File: src/rtl/cpu_defs.sv
// Shared definitions for the multi-cycle CPU: opcodes, funct codes, mux
// encodings and the control FSM state codes.
package cpu_defs;

  localparam logic [5:0] OP_RTYPE = 6'b000000;
  localparam logic [5:0] OP_LW    = 6'b100011;
  localparam logic [5:0] OP_SW    = 6'b101011;
  localparam logic [5:0] OP_BEQ   = 6'b000100;
  localparam logic [5:0] OP_ADDI  = 6'b001000;
  localparam logic [5:0] OP_J     = 6'b000010;

  localparam logic [5:0] FN_ADD = 6'b100000;
  localparam logic [5:0] FN_SUB = 6'b100010;
  localparam logic [5:0] FN_AND = 6'b100100;
  localparam logic [5:0] FN_OR  = 6'b100101;

  typedef enum logic [1:0] {
    ALU_ADD = 2'b00,
    ALU_SUB = 2'b01,
    ALU_AND = 2'b10,
    ALU_OR  = 2'b11
  } aluc_t;

  typedef enum logic [1:0] {
    SRCB_B      = 2'b00,
    SRCB_FOUR   = 2'b01,
    SRCB_IMM    = 2'b10,
    SRCB_BRANCH = 2'b11
  } srcb_t;

  typedef enum logic [1:0] {
    PC_ALU    = 2'b00,
    PC_ALUOUT = 2'b01,
    PC_JUMP   = 2'b10,
    PC_RSVD   = 2'b11
  } pcsrc_t;

  typedef enum logic [3:0] {
    S_FETCH  = 4'd0,
    S_DECODE = 4'd1,
    S_MEMADR = 4'd2,
    S_MEMRD  = 4'd3,
    S_MEMWB  = 4'd4,
    S_MEMWR  = 4'd5,
    S_EXEC   = 4'd6,
    S_ALUWB  = 4'd7,
    S_BRANCH = 4'd8,
    S_ADDIEX = 4'd9,
    S_ADDIWB = 4'd10,
    S_JUMP   = 4'd11
  } state_t;

endpackage

File: src/rtl/alu_dec.sv
// Funct-to-ALU-op decoder for R-type instructions; flags unsupported functs.
module alu_dec
  import cpu_defs::*;
(
  input  logic [5:0] funct,
  output aluc_t      aluc,
  output logic       legal
);

  // NOTE: every combinational output gets a default before the case so no
  // path leaves it unassigned (which would infer a latch).
  always_comb begin
    aluc  = ALU_ADD;
    legal = 1'b1;
    case (funct)
      FN_ADD:  aluc = ALU_ADD;
      FN_SUB:  aluc = ALU_SUB;
      FN_AND:  aluc = ALU_AND;
      FN_OR:   aluc = ALU_OR;
      default: legal = 1'b0;
    endcase
  end

endmodule

File: src/rtl/multicycle_ctrl.sv
// Main control FSM of the multi-cycle CPU: sequences fetch/decode/execute/
// memory/writeback and drives every datapath select and write enable.
module multicycle_ctrl
  import cpu_defs::*;
#(
  parameter bit EN_ADDI = 1'b1,
  parameter bit EN_JUMP = 1'b1
) (
  input  logic       Clk,
  input  logic       Clrn,
  input  logic       En,
  input  logic [5:0] Op,
  input  logic [5:0] Funct,
  input  logic       Z,
  output logic       PcEn,
  output logic       IorD,
  output logic       MemWr,
  output logic       IrWr,
  output logic       RegDst,
  output logic       MemToReg,
  output logic       RegWr,
  output logic       AluSrcA,
  output logic [1:0] AluSrcB,
  output logic [1:0] Aluc,
  output logic [1:0] PcSrc,
  output logic       Err,
  output logic [3:0] State
);

  state_t state, next_state;
  aluc_t  funct_aluc, aluc;
  srcb_t  src_b;
  pcsrc_t pc_src;
  logic   funct_legal;
  logic   pc_en, iord, mem_wr, ir_wr, reg_dst, mem_to_reg, reg_wr, src_a, err;

  alu_dec u_alu_dec (
    .funct (Funct),
    .aluc  (funct_aluc),
    .legal (funct_legal)
  );

  // NOTE: sequential state uses non-blocking assignments so every flop
  // samples pre-edge values regardless of process ordering.
  always_ff @(posedge Clk or negedge Clrn) begin
    if (!Clrn)   state <= S_FETCH;
    else if (En) state <= next_state;
  end

  always_comb begin
    next_state = S_FETCH;
    pc_en      = 1'b0;
    iord       = 1'b0;
    mem_wr     = 1'b0;
    ir_wr      = 1'b0;
    reg_dst    = 1'b0;
    mem_to_reg = 1'b0;
    reg_wr     = 1'b0;
    src_a      = 1'b0;
    src_b      = SRCB_B;
    aluc       = ALU_ADD;
    pc_src     = PC_ALU;
    err        = 1'b0;
    case (state)
      S_FETCH: begin
        ir_wr      = 1'b1;
        src_b      = SRCB_FOUR;
        pc_en      = 1'b1;
        next_state = S_DECODE;
      end
      S_DECODE: begin
        // Branch target is precomputed here so BRANCH only has to compare.
        src_b = SRCB_BRANCH;
        case (Op)
          OP_LW, OP_SW: next_state = S_MEMADR;
          OP_RTYPE:     if (funct_legal) next_state = S_EXEC;   else err = 1'b1;
          OP_BEQ:       next_state = S_BRANCH;
          OP_ADDI:      if (EN_ADDI)     next_state = S_ADDIEX; else err = 1'b1;
          OP_J:         if (EN_JUMP)     next_state = S_JUMP;   else err = 1'b1;
          default:      err = 1'b1;
        endcase
      end
      S_MEMADR: begin
        src_a      = 1'b1;
        src_b      = SRCB_IMM;
        next_state = (Op == OP_SW) ? S_MEMWR : S_MEMRD;
      end
      S_MEMRD: begin
        iord       = 1'b1;
        next_state = S_MEMWB;
      end
      S_MEMWB: begin
        mem_to_reg = 1'b1;
        reg_wr     = 1'b1;
      end
      S_MEMWR: begin
        iord   = 1'b1;
        mem_wr = 1'b1;
      end
      S_EXEC: begin
        src_a      = 1'b1;
        aluc       = funct_aluc;
        next_state = S_ALUWB;
      end
      S_ALUWB: begin
        reg_dst = 1'b1;
        reg_wr  = 1'b1;
      end
      S_ADDIEX: begin
        src_a      = 1'b1;
        src_b      = SRCB_IMM;
        next_state = S_ADDIWB;
      end
      S_ADDIWB: reg_wr = 1'b1;
      S_BRANCH: begin
        src_a  = 1'b1;
        aluc   = ALU_SUB;
        pc_src = PC_ALUOUT;
        pc_en  = Z;
      end
      S_JUMP: begin
        pc_src = PC_JUMP;
        pc_en  = 1'b1;
      end
      default: next_state = S_FETCH;
    endcase
  end

  // Write enables die on stall or reset; selects only die on reset.
  assign PcEn     = Clrn & En & pc_en;
  assign IrWr     = Clrn & En & ir_wr;
  assign MemWr    = Clrn & En & mem_wr;
  assign RegWr    = Clrn & En & reg_wr;
  assign Err      = Clrn & En & err;
  assign IorD     = Clrn & iord;
  assign RegDst   = Clrn & reg_dst;
  assign MemToReg = Clrn & mem_to_reg;
  assign AluSrcA  = Clrn & src_a;
  assign AluSrcB  = Clrn ? src_b  : SRCB_B;
  assign Aluc     = Clrn ? aluc   : ALU_ADD;
  assign PcSrc    = Clrn ? pc_src : PC_ALU;
  assign State    = state;

endmodule
File: config.mk
export PLATFORM = sky130hd
export DESIGN_NAME = multicycle_ctrl
export DESIGN_NICKNAME = d
export VERILOG_FILES = /design/src/rtl/cpu_defs.sv /design/src/rtl/alu_dec.sv /design/src/rtl/multicycle_ctrl.sv
export SDC_FILE = /design/constraint.sdc
export NUM_CORES = 1
export LEC_CHECK = 0
export CAP_MARGIN = 20
export CELL_PAD_IN_SITES_DETAIL_PLACEMENT = 0
export CELL_PAD_IN_SITES_GLOBAL_PLACEMENT = 1
export CORE_MARGIN = 2
export CORE_UTILIZATION = 25
export DETAILED_ROUTE_END_ITERATION = 7
export PLACE_DENSITY_LB_ADDON = 0.1
export SLEW_MARGIN = 20
export SYNTH_ARGS = -nofsm -noshare
export SYNTH_HDL_FRONTEND = slang
export SYNTH_SLANG_ARGS = --single-unit
File: constraint.sdc
create_clock -name Clk -period 1.4 [get_ports Clk]
set_input_delay 0.21 -clock Clk [delete_from_list [all_inputs] [get_ports Clk]]
set_output_delay 0.21 -clock Clk [all_outputs]
set_load 0.02 [all_outputs]
### Yosys cells after proc, flatten, opt, wreduce, memory -nomap -nowiden

Cells that the tools add are included.

* register bits: 4
* logic and storage cells: 64

* equal/unequal tests: 20
* bitwise logic cells: 10
* reductions and logical operators: 10
* mux-type cells: 23

Operator list (number)
* 6-bit == test (second input constant): 6
* 4-bit case mux with 6 select lines: 1
* 4-bit case mux with 5 select lines: 1
* 4-bit by 3-bit == test with 1-bit output (second input constant): 4
* 4-bit == test (second input constant): 4
* 2-bit case mux with 3 select lines: 2
* 1-bit bitwise AND: 10
* 1-bit 2-to-1 mux: 10
* 4-bit by 2-bit == test with 1-bit output (second input constant): 2
* 2-bit case mux with 2 select lines: 2
* 2-bit OR reduction: 4
* 4-bit OR reduction: 2
* 6-bit by 2-bit == test with 1-bit output (second input constant): 1
* 6-bit by 3-bit == test with 1-bit output (second input constant): 1
* 6-bit by 4-bit == test with 1-bit output (second input constant): 1
* 6-bit logical NOT: 1
* 2-bit 2-to-1 mux: 3
* 3-bit 2-to-1 mux: 2
* 5-bit OR reduction: 1
* 4-bit by 1-bit == test with 1-bit output (second input constant): 1
* 4-bit logical NOT: 1
* 1-bit case mux with 2 select lines: 2
* 3-bit OR reduction: 1

### Longest topological paths before layout

Gate-level depths: netlist (run 1).

* word-level depth: 7
* gate-level depth with buffers: 5
* mapped depth without buffers: 4

### Hierarchy

From an unflattened synthesis (run 1), not the netlist that was laid out.

* cell total of the unflattened synthesis: 89
* area total of the unflattened synthesis: 635.6 um^2

Modules (own cells, without submodules)
* multicycle_ctrl: seq. area each 100.1 um^2, instances 1, cells each 82, area each 571.8 um^2
* alu_dec: seq. area each 0.0 um^2, instances 1, cells each 7, area each 63.8 um^2

### Worst setup path before layout (run 1)

Ideal clock, no wire load.

* path kind: register to output
* from: reg state[2] (netlist: State[2])
* to: out MemWr
* arrival: 1.763 ns
* slack: -0.573 ns
* cell stages (with the launch flop): 4
* buffers on the path: 2
* required time: 1.190 ns
* cells stage by stage: dfrtp_1 > clkbuf_1 > clkbuf_1 > nor4b_1

* word-level cells in the longest chain between the ends: 3

RTL lines
* from (decl): RTL line multicycle_ctrl.sv:30 `state_t state, next_state;`
* from (signal assigned): RTL line multicycle_ctrl.sv:47 `else if (En) state <= next_state;`
* 4-bit by 3-bit == test with 1-bit output: RTL line multicycle_ctrl.sv:64 `case (state)`
* 1-bit 2-to-1 mux: RTL line multicycle_ctrl.sv:64
* 1-bit bitwise AND: RTL line multicycle_ctrl.sv:132 `assign MemWr = Clrn & En & mem_wr;`
* to (decl): RTL line multicycle_ctrl.sv:17 `output logic MemWr,`

Every way passes these cells.

### Worst setup path in the final report (run 1)

* from: reg state[1] (netlist: State[1])
* to: out Err

* word-level cells in the longest chain between the ends: 3

RTL lines
* 4-bit by 1-bit == test with 1-bit output: RTL line multicycle_ctrl.sv:64
* 1-bit 2-to-1 mux: RTL line multicycle_ctrl.sv:64
* 1-bit bitwise AND: RTL line multicycle_ctrl.sv:134 `assign Err = Clrn & En & err;`
* to (decl): RTL line multicycle_ctrl.sv:26 `output logic Err,`

Every way passes these cells.

==> results.tsv, run 1 <==
stage	metric	value	unit
timing	max_freq	599	MHz
global_route	grt-ovfl-total	0	
cts	tritoncts	yes	
timing	setup_slack	-271	ps
global_route	antenna_found_initial	0	
worst_setup_path	worst_r2r_startpoint	State[3]	
outcome	violations	setup timing	
final_layout	largest_reg_flops	4	
yosys	ys_seq_area_share	15.6	%
route	highest_layer	met4	
cts	cts.path.max_buffers	2	
yosys	synth_edf_count	0	
route	wl_met1	1.09	mm
timing	hold_ws	158	ps
placed_design	post-place-ws	-1040	ps
power_and_ir_drop	vdd.ir_drop.worst	0.687	mV
global_route	grt_pass1_wl	4.44	mm
floorplanning	die_w	54.7	um
cts	ctsHoldBuffers	0	
min_path	hold_path.class	input port to asynchronous set/reset pin	
yosys	async_reset_ff_share	100	%
worst_setup_path	crit_slowest_cell	dfrtp_2	
final_layout	drive_above_1_share	74.4	%
timing	fin_tns_setup	-3520	ps
floorplanning	die-area	2990	um2
placed_design	globalplace.congestion	0.852	
cts	cts_root_buf	clkbuf_4	
global_route	grt_pass1_vias	1005	
power_and_ir_drop	leakage	0.788	nW
final_layout	antenna_cells	0	
power_and_ir_drop	power_density	1140	nW/um2
final_layout	area_growth	183	%
yosys	syn-num-nets	109	
worst_setup_path	crit_arrival	1460	ps
timing	rsz0062_at_grt	yes	
worst_setup_path	path_cells	nand2b_4 -> nor3_4 -> nand3_2 -> a211oi_4 -> buf_6	
route	wl_per_cell	14.0	um
cts	clkTransAtPathRegs	40	ps
worst_setup_path	slowest_delay	410	ps
floorplanning	core_area	2450	um2
route	avgViaCountPerCell	5.06	
worst_setup_path	crit_fanout	3	
route	drtIter0Drc	8	
floorplanning	num_rows	18	
yosys	synth_area_leaders	dfrtp_1 (16%), nor2b_1 (6.8%), nor3_1 (5.4%)	
floorplanning	die_h	54.7	um
yosys	synth.most_common_cell	nor2_1	
cts	clock_latency	250	ps
timing	drv_slew	0	
timing	period_minus_slack	1670	ps
floorplanning	start_util	26.2	%
yosys	synthesis.area	643	um2
power_and_ir_drop	power	2.07	mW
timing	finalHoldViolCount	0	
placed_design	dp_hpwl	1.98	mm
route	ant_nets	0	
worst_setup_path	cp-start-kind	flop	
timing	relSlewSlack	80.6	%
yosys	yosys_warnings	0	
floorplanning	io_pins	35	
timing	setup_viol	17	
placed_design	portBuffers	34	
route	firstDrtPassIters	4	
flow_run	max_cap_viol_count	0	
yosys	ys_ff_latch	4	
route	wl_met3	127	um
route	vias	1062	
yosys	yosysTopAreaCellShare	15.6	%
global_route	grt_max_degree	11	
route	drt_wl_total	2.94	mm
route	drc	0	
global_route	grtUsageTotal	21.3	%
yosys	yosys.area.top_type	dfrtp_1	
cts	htree_levels	1	
worst_setup_path	crit_path_end_kind	primary output	
yosys	ys.flop_type	dfrtp_1	
timing	finClkSkew	2.45	ps
worst_setup_path	critPathKind	flop to primary output	
worst_setup_path	startpoint	State[1]	
yosys	synth_cell_types	39	
route	wl_met2	1.67	mm
timing	worst_pin_slew	287	ps
cts	cts.sinks	4	
outcome	status	finished with violations	
cts	cts_made_buffers	3	
yosys	syn_area_per_cell	6.92	um2
yosys	synthTopCellsByCount	nor2_1 (9), nor2b_1 (7), nor3_1 (7), o21ai_0 (7), nand2_1 (6)	
final_layout	num-nets-final	198	
yosys	syn-instance-count	93	
worst_setup_path	critPathRequiredTime	1190	ps
timing	period_share	119	%
-- per-stage QoR --
stage	instance area (um2)	utilization [%]	cells
after floorplan	817	-	93
after global placement	1440	58.5	191
after detailed placement	1440	58.5	191
after CTS	1730	70.6	208
after global routing	1820	74.2	210
final	1820	74.2	210
-- critical path, delay by kind of cell (launching register included) --
| family | cells | cell delay, ps |
|---|---|---|
| flip-flops | 1 | 410 |
| AND/OR/NAND/NOR | 3 | 480 |
| buffers and inverters | 1 | 140 |
| AO/OA/AOI/OAI | 1 | 170 |
-- power by group --
part           internal [mW]  switching [mW]  total, mW
clock network         0.0965          0.0570      0.154
registers              0.159          0.0792      0.238
logic                  0.922           0.758       1.68
total                   1.18           0.894       2.07
-- routing by layer --
metal	GRT usage (%)	up-vias
met5	0	-
met4	10.0	0
met3	1.91	5
met2	41.5	31
met1	22.5	501
li1	-	525
-- final cells by class --
| class | count | area [um2] |
|---|---|---|
| Timing Repair Buffer | 92 | 861 |
| Multi-Input combinational cell | 80 | 790 |
| Fill cell | 183 | 633 |
| Sequential cell | 4 | 105 |
| Tap cell | 30 | 37.5 |
| Clock buffer | 3 | 22.5 |
| Inverter | 1 | 6.26 |
-- worst paths after layout --
path,to,slack [ps],cells past startpoint
worst max register to register,State[0],-80,5
worst min register to register,State[0],800,2
worst max-delay path,Err,-270,5
worst min-delay path,State[0],160,3
min in group Clk,State[1],470,5
max in group asynchronous,State[3],1130,3
-- layout by cell type (no fill, tap or decap), drive strengths merged, types with 3 or more instances in the layout --
cell type	instances
o21ai	8
nor4b	4
dfrtp	4
buf	77
nand3	4
clkbuf	7
nand2	6
nor3b	3
nor3	7
nor2b	7
dlygate4sd2	8
nor2	9
-- cell families after synthesis --
family | share of synthesized area, %
flip-flops | 15.6
AND/OR/NAND/NOR | 45.5
XOR/XNOR | 4.09
AO/OA/AOI/OAI | 27.0
buffers and inverters | 7.78
-- repair_timing --
action | 4_1_cts | 5_1_grt
resized for setup | 163 | 32
setup buffers | 14 | 2
setup endpoints to repair | 22 | 21
pin swaps | 19 | 12
(Power assumes the default switching activity.)
==> run 2, diff against run 1 <==
--- a/config.mk
+++ b/config.mk
@@ -5,11 +5,11 @@
 export SDC_FILE = /design/constraint.sdc
 export NUM_CORES = 1
 export LEC_CHECK = 0
-export CAP_MARGIN = 20
 export CELL_PAD_IN_SITES_DETAIL_PLACEMENT = 0
 export CELL_PAD_IN_SITES_GLOBAL_PLACEMENT = 1
+export CORE_ASPECT_RATIO = 2
 export CORE_MARGIN = 2
-export CORE_UTILIZATION = 25
+export CORE_UTILIZATION = 23
 export DETAILED_ROUTE_END_ITERATION = 7
 export PLACE_DENSITY_LB_ADDON = 0.1
 export SLEW_MARGIN = 20
==> constraint.sdc (replaced) <==
create_clock -name Clk -period 1.5 [get_ports Clk]
set_input_delay 0.225 -clock Clk [delete_from_list [all_inputs] [get_ports Clk]]
set_output_delay 0.225 -clock Clk [all_outputs]
set_load 0.02 [all_outputs]
==> results.tsv, run 2 (synthesis results as in run 1) <==
stage	metric	value	unit
flow_run	max_cap_viol_count	0	
global_route	grt-ovfl-total	0	
floorplanning	io_pins	35	
route	wl_per_cell	14.2	um
route	wl_met2	1.87	mm
timing	max_freq	584	MHz
power_and_ir_drop	leakage	0.748	nW
route	drc	0	
worst_setup_path	crit_slowest_cell	or4_4	
cts	htree_levels	1	
route	vias	1045	
route	drtIter0Drc	15	
outcome	violations	setup timing	
cts	cts.path.max_buffers	2	
final_layout	final_common_cell	buf_4	
cts	ctsHoldBuffers	0	
power_and_ir_drop	power_density	1150	nW/um2
route	wl_met1	913	um
timing	drv_slew	0	
worst_setup_path	crit_arrival	1490	ps
route	drt_wl_total	2.93	mm
placed_design	portBuffers	34	
timing	finClkSkew	11.5	ps
final_layout	drive_above_1_share	67.2	%
worst_setup_path	slowest_delay	550	ps
placed_design	globalplace.congestion	0.762	
final_layout	multiInputGateArea	738	um2
timing	worst_pin_slew	310	ps
floorplanning	start_util	23.8	%
final_layout	num-nets-final	194	
route	avgViaCountPerCell	5.07	
worst_setup_path	crit_fanout	2	
floorplanning	die_h	78.8	um
global_route	grt_max_degree	11	
global_route	grt_pass1_vias	1115	
timing	period_share	114	%
power_and_ir_drop	power	1.96	mW
worst_setup_path	cp_common_cell	buf_6	
global_route	antenna_found_initial	0	
worst_setup_path	cp-start-kind	input port	
final_layout	nFillCells	248	
global_route	grtUsageTotal	19.3	%
final_layout	largest_reg_flops	4	
cts	cts_made_buffers	3	
route	ant_nets	0	
final_layout	regArea	105	um2
floorplanning	die-area	3260	um2
placed_design	dp_hpwl	2.15	mm
outcome	status	finished with violations	
worst_setup_path	reg2reg_slack	-80	ps
min_path	hold_path.class	input port to asynchronous set/reset pin	
power_and_ir_drop	vdd.ir_drop.worst	0.547	mV
timing	finalHoldViolCount	0	
worst_setup_path	critical_path.top_delay_family	simple AND/OR/NAND/NOR gates	
final_layout	antenna_cells	0	
floorplanning	core_area	2700	um2
floorplanning	die_w	41.4	um
cts	cts_root_buf	clkbuf_8	
timing	period_minus_slack	1710	ps
worst_setup_path	crit_path_end_kind	primary output	
worst_setup_path	critPathRequiredTime	1270	ps
worst_setup_path	critPathBufInv	2	
cts	clkTransAtPathRegs	40	ps
timing	relSlewSlack	79.2	%
cts	clock_latency	230	ps
worst_setup_path	path_cells	buf_6 -> or4_4 -> o41ai_4 -> a211oi_4 -> buf_6	
timing	fin_tns_setup	-1180	ps
floorplanning	num_rows	27	
final_layout	layout_common_cells	buf_4 (48), buf_6 (23), dlygate4sd2_1 (10)	
route	firstDrtPassIters	4	
final_layout	area_growth	164	%
cts	cts.sinks	4	
cts	tritoncts	yes	
timing	setup_viol	14	
timing	rsz0062_at_grt	yes	
route	wl_met3	87	um
route	highest_layer	met4	
worst_setup_path	critPathKind	input port to primary output	
timing	setup_slack	-211	ps
global_route	grt_pass1_wl	4.42	mm
## run 2: cell types whose count changed in the layout (fill, tap and decap cells not counted), sizes merged
cell           change
dlygate4sd2        +2
dlymetal6s2s       -1
buf                -5
clkbuf             -3
clkdlybuf4s15      +2
clkdlybuf4s50      +2
## run 2: per-layer routing
| metal | vias to the layer above | track usage (%) |
|---|---|---|
| li1 | 515 | - |
| met1 | 496 | 16.1 |
| met2 | 28 | 38.6 |
| met3 | 6 | 1.96 |
| met4 | 0 | 8.06 |
| met5 | - | 0 |
## run 2: final timing paths
kind / depth (start not counted) / from / end
min in group Clk: 5 / Op[2] / State[1]
max in group asynchronous: 3 / Clrn / State[3]
max: 5 / Op[5] / Err
max reg2reg: 5 / State[1] / State[0]
min: 2 / Clrn / State[2]
min reg2reg: 2 / State[0] / State[0]
## run 2: area by class of cell
cell class / count / area share (%)
clock buffers: 4 / 2.65
inverters: 1 / 0.221
multi-input cells: 80 / 43.4
flip-flops and latches: 4 / 6.18
well taps: 29 / 2.13
repair buffers: 88 / 45.4
## run 2: repair_timing
action | 4_1_cts | 5_1_grt
pin swaps | 15 | 12
buffers inserted | 6 | 9
gates resized for setup | 144 | 20
cloned | 0 | 0
setup endpoints to repair | 22 | 17
## run 2: stage by stage
stage          worst slack [ps]  area, um2  utilization, %  cells  hold slack [ps]
6_report                   -211       1700            62.9    206             8.23
3_5_place_dp               -940       1390            51.4    188              516
2_1_floorplan             -54.6        772               -     93            -70.6
3_3_place_gp               -901       1390            51.4    188              511
5_1_grt                    -241       1700            62.9    206             35.9
4_1_cts                    -217       1570            58.1    197             13.3
## run 2: power by group
part | total [mW] | switching [mW] | internal (mW) | leakage, nW
clock | 0.254 | 0.0709 | 0.183 | 0.0228
sequential | 0.220 | 0.0713 | 0.148 | 0.0459
combinational | 1.49 | 0.672 | 0.815 | 0.679
total | 1.96 | 0.814 | 1.15 | 0.748
==> run 3, diff against run 2 <==
--- a/config.mk
+++ b/config.mk
@@ -11,6 +11,7 @@
 export CORE_MARGIN = 2
 export CORE_UTILIZATION = 23
 export DETAILED_ROUTE_END_ITERATION = 7
+export GPL_TIMING_DRIVEN = 0
 export PLACE_DENSITY_LB_ADDON = 0.1
 export SLEW_MARGIN = 20
 export SYNTH_ARGS = -nofsm -noshare
==> constraint.sdc (replaced) <==
create_clock -name Clk -period 1.5 [get_ports Clk]
set_input_delay 0.3 -clock Clk [delete_from_list [all_inputs] [get_ports Clk]]
set_output_delay 0.3 -clock Clk [all_outputs]
set_load 0.02 [all_outputs]
==> results.tsv, run 3 (synthesis results as in run 1) <==
stage	metric	value	unit
outcome	status	finished with violations	
outcome	violations	setup timing	
cts	htree_levels	1	
global_route	antenna_found_initial	0	
cts	cts.sinks	4	
power_and_ir_drop	pwr-share-comb	76.5	%
floorplanning	die-area	3260	um2
floorplanning	core_area	2700	um2
timing	drv_slew	0	
timing	finalHoldViolCount	0	
global_route	met3_usage	0.838	%
power_and_ir_drop	power_density	1140	nW/um2
cts	cts.path.max_buffers	2	
final_layout	multiInputGateArea	762	um2
final_layout	regArea	105	um2
final_layout	num-nets-final	177	
final_layout	largest_reg_flops	4	
timing	setup_viol	15	
timing	period_share	120	%
placed_design	placed_cells	155	
route	wl_per_cell	14.8	um
power_and_ir_drop	leakage	0.680	nW
cts	cts_root_buf	clkbuf_8	
power_and_ir_drop	p_int	1.05	mW
cts	tritoncts	yes	
min_path	hold_path.class	input port to flop	
global_route	grt-ovfl-total	0	
global_route	gr-usage-met2	34.5	%
worst_setup_path	crit_path_end_kind	primary output	
floorplanning	io_pins	35	
timing	worst_pin_slew	382	ps
worst_setup_path	cp-start-kind	input port	
flow_run	max_cap_viol_count	0	
global_route	grt_pass1_vias	956	
route	drtIter0Drc	12	
cts	clock_latency	220	ps
route	firstDrtPassIters	4	
cts	clkTransAtPathRegs	30	ps
route	avgViaCountPerCell	5.23	
power_and_ir_drop	vdd.ir_drop.worst	0.578	mV
cts	cts_made_buffers	3	
floorplanning	die_w	41.4	um
timing	rsz0062_at_grt	yes	
placed_design	globalplace.congestion	0.738	
power_and_ir_drop	netSwitchingFraction	42.9	%
global_route	grtUsageTotal	18.4	%
final_layout	area_growth	149	%
route	ant_nets	0	
route	vias	984	
worst_setup_path	critPathKind	input port to primary output	
floorplanning	die_h	78.8	um
final_layout	final_common_cell	buf_4	
route	drt_wl_total	2.78	mm
final_layout	nFillCells	263	
timing	hold_ws	485	ps
final_layout	layout_common_cells	buf_4 (33), buf_6 (15), nor2_1 (5), dlygate4sd2_1 (5)	
timing	finClkSkew	2.72	ps
placed_design	post-place-ws	-1280	ps
power_and_ir_drop	p_clk_share	12.1	%
floorplanning	num_rows	27	
global_route	grt_util_met1	18.4	%
global_route	gr-max-usage-layer	met2	
timing	setup_slack	-298	ps
power_and_ir_drop	p_sw	0.787	mW
global_route	grt_max_degree	11	
final_layout	drive_above_1_share	67.9	%
placed_design	portBuffers	33	
worst_setup_path	critPathRequiredTime	1200	ps
timing	relSlewSlack	74.4	%
timing	max_freq	556	MHz
power_and_ir_drop	p_seq_share	11.4	%
final_layout	fin_cells	188	
placed_design	dp_hpwl	1.83	mm
timing	period_minus_slack	1800	ps
route	drc	0	
floorplanning	start_util	23.8	%
global_route	grt_pass1_wl	4.23	mm
final_layout	antenna_cells	0	
worst_setup_path	crit_fanout	3	
worst_setup_path	crit_arrival	1500	ps
==> run 3: cell count changes in the layout (fill, tap and decap cells not counted), moves of 2 or more <==
cell,before,now
clkbuf_2,0,4
clkdlybuf4s50_1,4,1
buf_8,0,4
dlygate4sd2_1,10,5
buf_6,23,15
dlymetal6s2s_1,0,2
buf_4,48,33
nor3_4,1,3
==> run 3: worst max-delay path: stages <==
cell	delay (ps)
buf_6	90
or4_4	540
o41ai_4	330
a211oi_4	80
buf_6	150
==> run 3: area by class of cell <==
type	count	area share, %
Multi-Input combinational cell	80	47.5
Timing Repair Buffer	63	33.8
Buffer	8	7.10
Sequential cell	4	6.55
Clock buffer	3	2.57
Tap cell	29	2.26
Inverter	1	0.234
==> run 3: layer usage <==
layer  share of wire [%]  vias up  routed length [um]
met5                   0        -                   0
met4                 1.0        0                  29
met3                 3.2        2                  89
met2                  64       26                1790
met1                  31      476                 870
li1                    -      480                   -
==> run 3: timing repair <==
item | CTS | global route
hold buffers | 1 | 0
hold endpoints to repair | 4 | 0
setup endpoints to repair | 21 | 19
buffers inserted | 19 | 10
pin swaps | 11 | 14
gates resized for setup | 137 | 33
cloned | 0 | 0
==> run 3: per-stage QoR <==
step | util (%) | setup TNS, ps | total power, mW | area, um2
2_1_floorplan | - | -183 | 0.915 | 822
3_3_place_gp | 44.0 | -15430 | 1.25 | 1190
3_5_place_dp | 44.0 | -15960 | 1.25 | 1190
4_1_cts | 53.9 | -2500 | 1.69 | 1460
5_1_grt | 59.4 | -3480 | 1.95 | 1600
6_report | 59.4 | -2460 | 1.83 | 1600
==> run 3: power groups by stage <==
stage          Combinational [mW]  Clock [mW]  Sequential (mW)
6_report                     1.40       0.221            0.209
5_1_grt                      1.50       0.239            0.215
4_1_cts                      1.26       0.230            0.203
3_5_place_dp                 1.03           0            0.211
3_3_place_gp                 1.04           0            0.213
2_1_floorplan               0.676           0            0.238
==> run 3: path summary, 6_finish.rpt <==
kind / from / end / slack (ps) / depth (start not counted)
max in group asynchronous: Clrn / State[1] / 750 / 2
max: Op[4] / Err / -300 / 5
min: Funct[3] / State[2] / 490 / 4
min in group asynchronous: Clrn / State[0] / 560 / 2
min reg2reg: State[3] / State[3] / 720 / 2
max reg2reg: State[2] / State[2] / 20 / 6
